[src/rtl/dft_pkg.sv]
// Shared types and helpers for the DFT frame capture path.
package dft_pkg;

   typedef enum logic [1:0] {
      IDLE    = 2'd0,
      ARMED   = 2'd1,
      CAPTURE = 2'd2,
      DONE    = 2'd3
   } dft_state_t;

   function automatic int frame_len(input int addr_w);
      return 1 << addr_w;
   endfunction

   // Offset-binary to two's complement only needs the MSB flipped.
   function automatic logic to_twos_msb(input logic msb, input bit offset_bin);
      return offset_bin ? ~msb : msb;
   endfunction

endpackage

[src/rtl/dft_decimator.sv]
// Keep-one-in-(ratio+1) strobe generator for the capture path.
module dft_decimator #(
   parameter int DECIM_W = 4
) (
   input  logic               clk,
   input  logic               rst,
   input  logic               load,
   input  logic               en,
   input  logic [DECIM_W-1:0] ratio,
   output logic               keep
);

   logic [DECIM_W-1:0] count;

   assign keep = en && (count == '0);

   always_ff @(posedge clk or negedge rst) begin
      if (!rst) begin
         count <= '0;
      end else if (load) begin
         count <= '0;
      end else if (en) begin
         count <= (count == ratio) ? '0 : count + 1'b1;
      end
   end

endmodule

[src/rtl/dft_frame_capture.sv]
// Arms on a pulse, starts on a trigger rising edge, and writes one decimated,
// format-converted frame of samples into the DFT FIFO write port.
module dft_frame_capture
   import dft_pkg::*;
#(
   parameter int ADDR_W     = 8,
   parameter int DATA_W     = 12,
   parameter int DECIM_W    = 4,
   parameter int OFFSET_BIN = 1
) (
   input  logic               clk,
   input  logic               rst,
   input  logic               arm,
   input  logic               trig,
   input  logic [DECIM_W-1:0] decim,
   input  logic [DATA_W-1:0]  adc_data,
   input  logic               adc_valid,
   output logic [DATA_W-1:0]  wdata,
   output logic               wr,
   input  logic               full,
   output logic               busy,
   output logic               frame_done,
   output logic               overflow,
   output logic [1:0]         state
);

   localparam int FRAME_LEN = frame_len(ADDR_W);
   localparam logic [ADDR_W:0] LAST = (ADDR_W+1)'(FRAME_LEN - 1);

   dft_state_t         st;
   logic               trig_q;
   logic               rise;
   logic               arm_ok;
   logic               keep;
   logic [DECIM_W-1:0] decim_q;
   logic [ADDR_W:0]    scount;

   assign rise   = trig && !trig_q;
   assign arm_ok = arm && ((st == IDLE) || (st == DONE));
   assign busy   = (st == ARMED) || (st == CAPTURE);
   assign state  = st;

   dft_decimator #(.DECIM_W(DECIM_W)) u_decim (
      .clk   (clk),
      .rst   (rst),
      .load  ((st == ARMED) && rise),
      .en    ((st == CAPTURE) && adc_valid),
      .ratio (decim_q),
      .keep  (keep)
   );

   // FIFO port: wr is a one-cycle strobe with wdata; full is the not-ready
   // qualifier, sampled with the kept sample, and a refused sample is dropped
   // (flagged in overflow) rather than retried, so the frame stays time-aligned.
   always_ff @(posedge clk or negedge rst) begin
      if (!rst) begin
         st         <= IDLE;
         trig_q     <= 1'b0;
         wdata      <= '0;
         wr         <= 1'b0;
         frame_done <= 1'b0;
         overflow   <= 1'b0;
         decim_q    <= '0;
         scount     <= '0;
      end else begin
         trig_q     <= trig;
         wr         <= 1'b0;
         frame_done <= 1'b0;
         case (st)
            IDLE, DONE: begin
               if (arm_ok) begin
                  st       <= ARMED;
                  overflow <= 1'b0;
                  decim_q  <= decim;
                  scount   <= '0;
               end
            end
            ARMED: begin
               if (rise) st <= CAPTURE;
            end
            CAPTURE: begin
               if (keep) begin
                  if (full) begin
                     overflow <= 1'b1;
                  end else begin
                     wr    <= 1'b1;
                     wdata <= {to_twos_msb(adc_data[DATA_W-1], OFFSET_BIN != 0),
                               adc_data[DATA_W-2:0]};
                  end
                  scount <= scount + 1'b1;
                  if (scount == LAST) begin
                     frame_done <= 1'b1;
                     st         <= DONE;
                  end
               end
            end
            default: st <= IDLE;
         endcase
      end
   end

endmodule
[config.mk]
export PLATFORM = sky130hd
export DESIGN_NAME = dft_frame_capture
export DESIGN_NICKNAME = d
export VERILOG_FILES = /design/src/rtl/dft_pkg.sv /design/src/rtl/dft_decimator.sv /design/src/rtl/dft_frame_capture.sv
export SDC_FILE = /design/constraint.sdc
export NUM_CORES = 1
export LEC_CHECK = 0
export CORE_ASPECT_RATIO = 0.7
export CORE_MARGIN = 2
export CORE_UTILIZATION = 54
export CTS_CLUSTER_DIAMETER = 150
export CTS_CLUSTER_SIZE = 30
export DETAILED_ROUTE_END_ITERATION = 16
export PLACE_DENSITY = 0.84
export SKIP_CTS_REPAIR_TIMING = 1
export SYNTH_ARGS = -nofsm -noshare
export SYNTH_HDL_FRONTEND = slang
export SYNTH_SLANG_ARGS = --single-unit
[constraint.sdc]
create_clock -name clk -period 4 [get_ports clk]
set_input_delay 0.8 -clock clk [delete_from_list [all_inputs] [get_ports clk]]
set_output_delay 0.8 -clock clk [all_outputs]
set_load 0.02 [all_outputs]
==> results.md, run 1 <==
* Sequential cell area fraction in the yosys report at 46.7%
* Worst setup EP type: output pin
* Buffers on Ports at 39
* Netlist Area Pre-Place at 0.00187 mm2
* Total GRT Usage at 24.0%
* Synthesized instance count at 173
* Final Worst Setup Slack at 957 ps
* Initial DRT Pass Iterations at 5
* MaxCap Viol Count at 0
* Leakage at 1.08 nW
* Clock Latency Late Sink at 280 ps
* Initial drt markers at 206
* Post-synth ARST share at 100%
* Layout cell share with drive strength beyond 1 at 14.0%
* Crit path kind: reg -> out
* Ys Warns at 0
* IO Count at 40
* Outcome: finished, final reports clean
* CORE AREA at 0.00323 mm2
* Worst R2R Setup Slack at 1340 ps
* Worst-margin pin slew at 635 ps
* Core Rows at 17
* Area of placed instances at 0.00230 mm2
* Die W at 74.4 um
* CP arrival at 2240 ps
* Drt drc at 0
* Antenna violations before repair at 0
* Max Root-Sink Buffers at 2
* Number of global-route vias before repair at 1422
* Die area at 0.00397 mm2
* Clock transition at the registers of the reported paths at 70 ps
* RSZ-0062 raised after global routing: false
* Crit-path max FO at 12
* DP HPWL at 3000 um
* Largest net degree at the start of global routing at 36
* Setup tns final at 0 ps
* Synth Net Count at 202
* Area Growth Syn to Fin at 28.0%
* Netlist cell types at 45
* Synth Register Bits at 35
* DR vias/cell at 5.92
* Tot Pwr at 0.00163 W
* DRT antenna net count at 0
* Most frequent cells in the layout: 39 x clkdlybuf4s50_1, 35 x dfrtp_1, 16 x mux2_2
* Layout Nets at 243
* Max Freq at 329 MHz
* Setup violations, final at 0
* Tcrit/Tclk final at 76.1%
* Max Clock Skew at 7.56 ps
* Fillers at 231
* CTS tree: yes
* Final-report hold violation count at 0
* H-tree depth at 2
* Hold crit path type: reg -> reg
* DR WL/cell at 16.0 um
* Power Density at 678 mW/mm2
* Total congestion overflow at 0
* Initial Util at 58.0%
* CTS buffer count at 5
* Critical Path Source Type: flip-flop
* CP Data Required Time at 3200 ps
* Post-synth EDFFs at 0
* Final Wtd Congestion at 0.908
* Peak supply drop at 0.000478 V
* Minimum clock period at 3040 ps
* Dpl ws at 1090 ps
* Die Y at 53.3 um
* Synthesized area per cell at 10.8 um2
* Worst slew margin at 57.5%
* Most used DFF post-synth: dfrtp_1
* Commonest non-fill, non-tap cell in the layout: clkdlybuf4s50_1
* Num Clock Sinks at 35
* WHS at 505 ps
* Diodes inserted at 0
* Fin. max-slew vios at 0
* Detailed-route via count at 1551
* Routed wire length at 4190 um
* First-pass GRT wire length at 6980 um
* Root Driver: clkbuf_8
* Design area at 0.00240 mm2
[worst paths after layout]
check	startpoint	endpoint	depth (start not counted)
worst max-delay path	state[0]$_DFFE_PN0P_	busy	4
worst min-delay path	wdata[0]$_DFFE_PN0P_	wdata[0]$_DFFE_PN0P_	1
worst max register to register	state[0]$_DFFE_PN0P_	wdata[1]$_DFFE_PN0P_	5
worst min register to register	wdata[0]$_DFFE_PN0P_	wdata[0]$_DFFE_PN0P_	1
max in group asynchronous	rst	scount[6]$_DFFE_PN0P_	2
min in group asynchronous	rst	scount[0]$_DFFE_PN0P_	2
[cell families after synthesis]
group	synth area share, %
AND/OR/NAND/NOR	15.8
multiplexers	13.4
XOR/XNOR	1.87
adder cells (fa/ha/maj)	4.67
buffers and inverters	3.74
flip-flops	46.7
AO/OA/AOI/OAI	13.8
[worst max-delay path, cell delays in order (launching register included)]
cell	delay, ps
dfrtp_1	400
inv_1	70
ha_1	510
clkinv_1	340
clkdlybuf4s50_1	630
[Yosys cell counts (all sizes together) (2+ instances only)]
master   count  area [um2]
mux2        16         180
ha           7        87.6
nand2        8        37.5
or2          2        12.5
xor2         4        35.0
dfrtp       35         876
and2         3        18.8
nand3b       3        22.5
and3         6        38.8
mux2i        7        70.1
o221ai       2        17.5
a22oi        2        15.0
o2bb2ai      2        17.5
o311ai       2        17.5
a21oi        3        15.0
nor3         4        20.0
buf          3        21.3
o21ai       11        55.1
clkbuf       3        11.3
a221o        2        20.0
nor2b        2        12.5
inv          9        33.8
nand3       11        55.1
nor2         6        22.5
a31oi        3        18.8
[power by group]
group	switching (W)	total (W)	leakage, nW	internal, W
Combinational	0.000439	0.000795	0.577	0.000356
Sequential	0.0000847	0.000553	0.452	0.000468
Clock	0.000121	0.000278	0.0515	0.000157
[registers in the layout (all words and copies together) (netlist names)]
| signal | cells |
|---|---|
| trig_q | 1 |
| wr | 1 |
| overflow | 1 |
| frame_done | 1 |
| u_decim.count | 4 |
| scount | 9 |
| state | 2 |
| wdata | 12 |
| decim_q | 4 |
[routing by layer]
metal,part of all wire (%),track usage [%],vias to the layer above
met3,6.8,5.52,13
met5,0,0,-
met1,44,33.1,744
met2,47,36.9,77
li1,-,-,717
met4,2.0,9.23,0
[metrics by stage]
step                      utilization, %  instances
after global routing                74.2        262
after global placement              71.1        254
after floorplan                        -        173
final                               74.2        262
after CTS                           74.2        262
after detailed placement            71.1        254
[layout make-up]
class                           count  area (um2)  share of cell area (%)
Sequential cell                    35         876                    36.5
Multi-Input combinational cell    122         928                    38.7
Tap cell                           47        58.8                    2.45
Clock buffer                        8         100                    4.17
Inverter                           10        37.5                    1.56
Timing Repair Buffer               40         398                    16.6
No activity file was read; power rests on OpenSTA's default activity.
==> run 2: changes to the inputs <==
- CORE_UTILIZATION: 54 -> 50
- PLACE_DENSITY: 0.84 -> 0.79
- clock period: 4 -> 2.9 ns (I/O delays scaled with it)
==> results.md, run 2 (synthesized netlist as in run 1, its figures left out) <==
* Outcome: finished, final reports clean
* Layout cell share with drive strength beyond 1 at 15.6%
* FF-to-FF Start: state[0]$_DFFE_PN0P_
* Minimum clock period at 2500 ps
* Worst setup EP type: output pin
* Registers with the most flip-flops: wdata x12, scount x9
* CP endpoint: busy
* Diodes inserted at 0
* Setup violations, final at 0
* Total GRT Usage at 20.7%
* Area Growth Syn to Fin at 30.3%
* Design area at 0.00244 mm2
* Finished Core Util at 68.6%
* RSZ-0062 raised after global routing: false
* CP arrival at 1920 ps
* CP Data Required Time at 2320 ps
* Initial drt markers at 145
* Largest net degree at the start of global routing at 36
* Crit-path max FO at 8
* Hold crit path type: reg -> reg
* DR WL/cell at 15.6 um
* Worst reg2reg path depth at 6
* Buffers on Ports at 39
* IO Count at 40
* Max Root-Sink Buffers at 2
* Detailed-route via count at 1559
* Critical Path Source Type: flip-flop
* Clock Latency Late Sink at 280 ps
* DP HPWL at 3060 um
* CTS tree: yes
* Fin. max-slew vios at 0
* Clock transition at the registers of the reported paths at 70 ps
* Layout Nets at 246
* Peak supply drop at 0.000807 V
* CORE AREA at 0.00356 mm2
* Final Wtd Congestion at 0.895
* Initial DRT Pass Iterations at 5
* Dpl ws at 409 ps
* Final-report hold violation count at 0
* Num Clock Sinks at 35
* Max reg flops at 12
* Max Clock Skew at 4.45 ps
* Worst-margin pin slew at 500 ps
* Tcrit/Tclk final at 86.1%
* Largest Register: wdata
* Worst slew margin at 66.6%
* Critical Path Start: state[0]$_DFFE_PN0P_
* Commonest non-fill, non-tap cell in the layout: clkdlybuf4s50_1
* Antenna violations before repair at 0
* DR vias/cell at 5.82
* Most frequent cells in the layout: 39 x clkdlybuf4s50_1, 35 x dfrtp_1, 16 x mux2_2
* Reg-to-Reg End: scount[0]$_DFFE_PN0P_
* H-tree depth at 2
* WHS at 488 ps
* Die W at 77.2 um
* Power Density at 956 mW/mm2
* Core Rows at 18
* First-pass GRT wire length at 7040 um
* Number of global-route vias before repair at 1490
* DRT antenna net count at 0
* CTS buffer count at 5
* Final Worst Setup Slack at 404 ps
* Die area at 0.00426 mm2
* Drt drc at 0
* Worst R2R Setup Slack at 790 ps
* Leakage at 1.10 nW
* Routed wire length at 4180 um
* Fillers at 276
* Area of placed instances at 0.00232 mm2
* MaxCap Viol Count at 0
* Total congestion overflow at 0
* Setup tns final at 0 ps
* Root Driver: clkbuf_8
* Crit path kind: reg -> out
* Initial Util at 52.7%
* Max Freq at 401 MHz
* Die Y at 55.2 um
run 2: per-stage QoR:
stage	total power, W	cells
6_report	0.00234	268
5_1_grt	0.00248	268
4_1_cts	0.00234	268
3_5_place_dp	0.00188	260
3_3_place_gp	0.00184	260
2_1_floorplan	0.00146	173
run 2: final cells by class:
type                       instances  area [um2]  share of cell area [%]
clock buffer                       6        82.6                    3.38
tap                               50        62.6                    2.56
timing repair buffer              43         420                    17.2
sequential                        35         876                    35.9
multi-input combinational        122         928                    38.0
inverter                          10        37.5                    1.54
clock inverter                     2        35.0                    1.43
run 2: how the worst min path moves through the flow:
stage / startpoint / end / cells past startpoint / slack, ps
2_1_floorplan: rst / decim_q[0]$_DFFE_PN0P_ / 0 / 280
3_3_place_gp: wdata[11]$_DFFE_PN0P_ / wdata[11]$_DFFE_PN0P_ / 2 / 470
3_5_place_dp: wdata[11]$_DFFE_PN0P_ / wdata[11]$_DFFE_PN0P_ / 2 / 480
4_1_cts: wdata[11]$_DFFE_PN0P_ / wdata[11]$_DFFE_PN0P_ / 2 / 500
5_1_grt: wdata[5]$_DFFE_PN0P_ / wdata[5]$_DFFE_PN0P_ / 1 / 530
6_report: wdata[11]$_DFFE_PN0P_ / wdata[11]$_DFFE_PN0P_ / 2 / 490
run 2: per-layer routing:
| metal | global-route usage, % | part of all wire (%) | vias up |
|---|---|---|---|
| li1 | - | - | 724 |
| met1 | 27.5 | 43 | 752 |
| met2 | 32.9 | 49 | 73 |
| met3 | 5.72 | 6.2 | 10 |
| met4 | 6.89 | 1.2 | 0 |
| met5 | 0 | 0 | - |
run 2: critical path, cell delays in order, from the launching register on:
cell and delay (ps):
dfrtp_1 390, inv_1 80, ha_1 310, clkinv_1 240, clkdlybuf4s50_1 620
run 2: report_power, final:
part | total [W] | leakage [nW] | internal, W | switching (W)
clock | 0.000455 | 0.0612 | 0.000278 | 0.000177
sequential | 0.000760 | 0.452 | 0.000645 | 0.000115
combinational | 0.00112 | 0.591 | 0.000509 | 0.000611
==> run 3: changes to the inputs <==
- CORE_UTILIZATION: 50 -> 60
- DONT_BUFFER_PORTS: not set -> 1
- GPL_ROUTABILITY_DRIVEN: not set -> 0
- PLACE_DENSITY: 0.79 -> 0.76
- SYNTH_HIERARCHICAL: not set -> 1
==> results.md, run 3 <==
* H-tree depth at 2
* Clock transition at the registers of the reported paths at 70 ps
* Routed wire length at 3190 um
* CP max-delay cell: dfrtp_1
* Final-report hold violation count at 0
* Largest family of logic cells by synthesized area: simple AND/OR/NAND/NOR gates
* CP arrival at 2680 ps
* Placed cells at 190
* Fin cells at 198
* Layout Nets at 191
* Registers with the most flip-flops: wdata x12, scount x9
* Max Clock Skew at 7.45 ps
* Largest delay share family, worst path: simple AND/OR/NAND/NOR gates
* WHS at 118 ps
* Synth cell count leaders: 35 x dfrtp_1, 15 x mux2_2, 12 x inv_1, 12 x nor2_1
* Post-synth EDFFs at 0
* DR WL/cell at 16.1 um
* Leakage at 0.875 nW
* CTS buffer count at 5
* Largest Register: wdata
* Buffers on Ports at 0
* Simple-Gate Fraction of Synth Area at 16.1%
* Commonest non-fill, non-tap cell in the layout: dfrtp_1
* Peak supply drop at 0.000505 V
* Power Density at 875 mW/mm2
* Most used DFF post-synth: dfrtp_1
* IO Count at 40
* Post-Synth Adder-Cell Area at 5.05%
* Outcome: finished, final reports clean
* Detailed-route via count at 1134
* Synth area leader: dfrtp_1
* Fin. max-slew vios at 0
* Max Freq at 399 MHz
* Number of global-route vias before repair at 1167
* Synthesized area per cell at 11.1 um2
* Root Driver: clkbuf_8
* Worst slew margin at 64.3%
* DRT antenna net count at 0
* Top-count cell post-synth: dfrtp_1
* Setup violations, final at 0
* RSZ-0062 raised after global routing: false
* Initial DRT Pass Iterations at 4
* Worst setup EP type: flip-flop
* Dpl ws at 369 ps
* CP Cell Sequence: inv_1 > ha_1 > and2_1 > nand2_1 > nor3_1 > buf_4 > nand2_1 > or2_1 > mux2_2
* Die W at 68.3 um
* Diodes inserted at 0
* Compound-gate portion of the synthesized area at 8.15%
* Hold crit path type: in -> async
* Synth Register Bits at 35
* First-pass GRT wire length at 5380 um
* Total congestion overflow at 0
* MaxCap Viol Count at 0
* Critical Path Source Type: flip-flop
* Max reg flops at 12
* Most frequent cells in the layout: 35 x dfrtp_1, 15 x mux2_2, 12 x inv_1, 12 x nor2_1
* Die area at 0.00335 mm2
* Share of the synthesized area in the top cell type at 50.5%
* Largest net degree at the start of global routing at 36
* CTS tree: yes
* Antenna violations before repair at 0
* Synthesized instance count at 156
* CP max stage delay at 500 ps
* Minimum clock period at 2510 ps
* Post-Synth XOR/XNOR Area at 4.54%
* Tcrit/Tclk final at 86.5%
* Crit path kind: reg -> reg
* Synth Net Count at 185
* Num Clock Sinks at 35
* CP Data Required Time at 3070 ps
* Layout cell share with drive strength beyond 1 at 20.4%
* Setup tns final at 0 ps
* Finished Core Util at 67.1%
* Fillers at 212
* Initial Util at 62.4%
* Netlist cell types at 37
* WP buf/inv at 2
* Drt drc at 0
* Area Growth Syn to Fin at 7.64%
* Core Rows at 16
* Ys Warns at 6
* Crit-path max FO at 14
* Clock Latency Late Sink at 280 ps
* Initial drt markers at 111
* Max Root-Sink Buffers at 2
* Netlist Area Pre-Place at 0.00174 mm2
* Total GRT Usage at 22.4%
* Post-synth ARST share at 100%
* Die Y at 49.0 um
* Area contributors post-synth: dfrtp_1 50%, mux2_2 9.7%, ha_1 5.0%, xnor2_1 4.5%, inv_1 2.6%
* DP HPWL at 2380 um
* Final Worst Setup Slack at 392 ps
* Mux contribution to synthesized area at 11.1%
* Worst-margin pin slew at 525 ps
* Sequential cell area fraction in the yosys report at 50.5%
* CORE AREA at 0.00278 mm2
* DR vias/cell at 5.73
* CP most frequent cell: nand2_1
run 3: cell count changes after synthesis, sizes merged, moves of 4 or more:
cell   previous run  this run
and3              6         1
mux2i             7         2
nor2              6        12
xnor2             0         9
xor2              4         0
run 3: cells by family after synthesis:
| group | Yosys count |
|---|---|
| AOI/OAI and AO/OA | 22 |
| buffers and inverters | 16 |
| muxes | 17 |
| DFF | 35 |
| adders and majority gates | 7 |
| and+or+nand+nor | 50 |
| xor gates and xnor gates | 9 |
run 3: where the power goes:
part | switching, W | internal, W | total [W]
Sequential | 0.000141 | 0.000584 | 0.000725
Combinational | 0.000326 | 0.000237 | 0.000562
Clock | 0.000162 | 0.000186 | 0.000348
run 3: area by class of cell:
class	instances	area, um2	area share (%)
Clock buffer	6	82.6	4.42
Clock inverter	1	5.00	0.268
Inverter	12	45.0	2.41
Multi-Input combinational cell	105	779	41.7
Sequential cell	35	876	46.9
Tap cell	36	45.0	2.41
Timing Repair Buffer	3	35.0	1.88
run 3: path summary, 6_finish.rpt:
kind | startpoint | cells after the start | slack (ps) | end
max | state[0]$_DFFE_PN0P_ | 9 | 390 | wdata[1]$_DFFE_PN0P_
min | rst | 1 | 120 | scount[5]$_DFFE_PN0P_
max reg2reg | state[0]$_DFFE_PN0P_ | 9 | 390 | wdata[1]$_DFFE_PN0P_
min reg2reg | decim_q[2]$_DFFE_PN0P_ | 1 | 530 | decim_q[2]$_DFFE_PN0P_
max in group asynchronous | rst | 1 | 2590 | decim_q[2]$_DFFE_PN0P_
min in group clk | trig | 0 | 330 | trig_q$_DFF_PN0_
run 3: metrics by stage:
step | power (W) | cell area [um2]
2_1_floorplan | 0.00116 | 1740
3_3_place_gp | 0.00125 | 1760
3_5_place_dp | 0.00129 | 1760
4_1_cts | 0.00164 | 1850
5_1_grt | 0.00175 | 1870
6_report | 0.00163 | 1870
run 3: layer usage:
| layer | up-vias | track usage [%] | part of all wire, % |
|---|---|---|---|
| met5 | - | 0 | 0 |
| li1 | 548 | - | - |
| met4 | 0 | 13.3 | 3.5 |
| met2 | 38 | 33.3 | 48 |
| met3 | 11 | 7.16 | 6.6 |
| met1 | 537 | 28.3 | 42 |
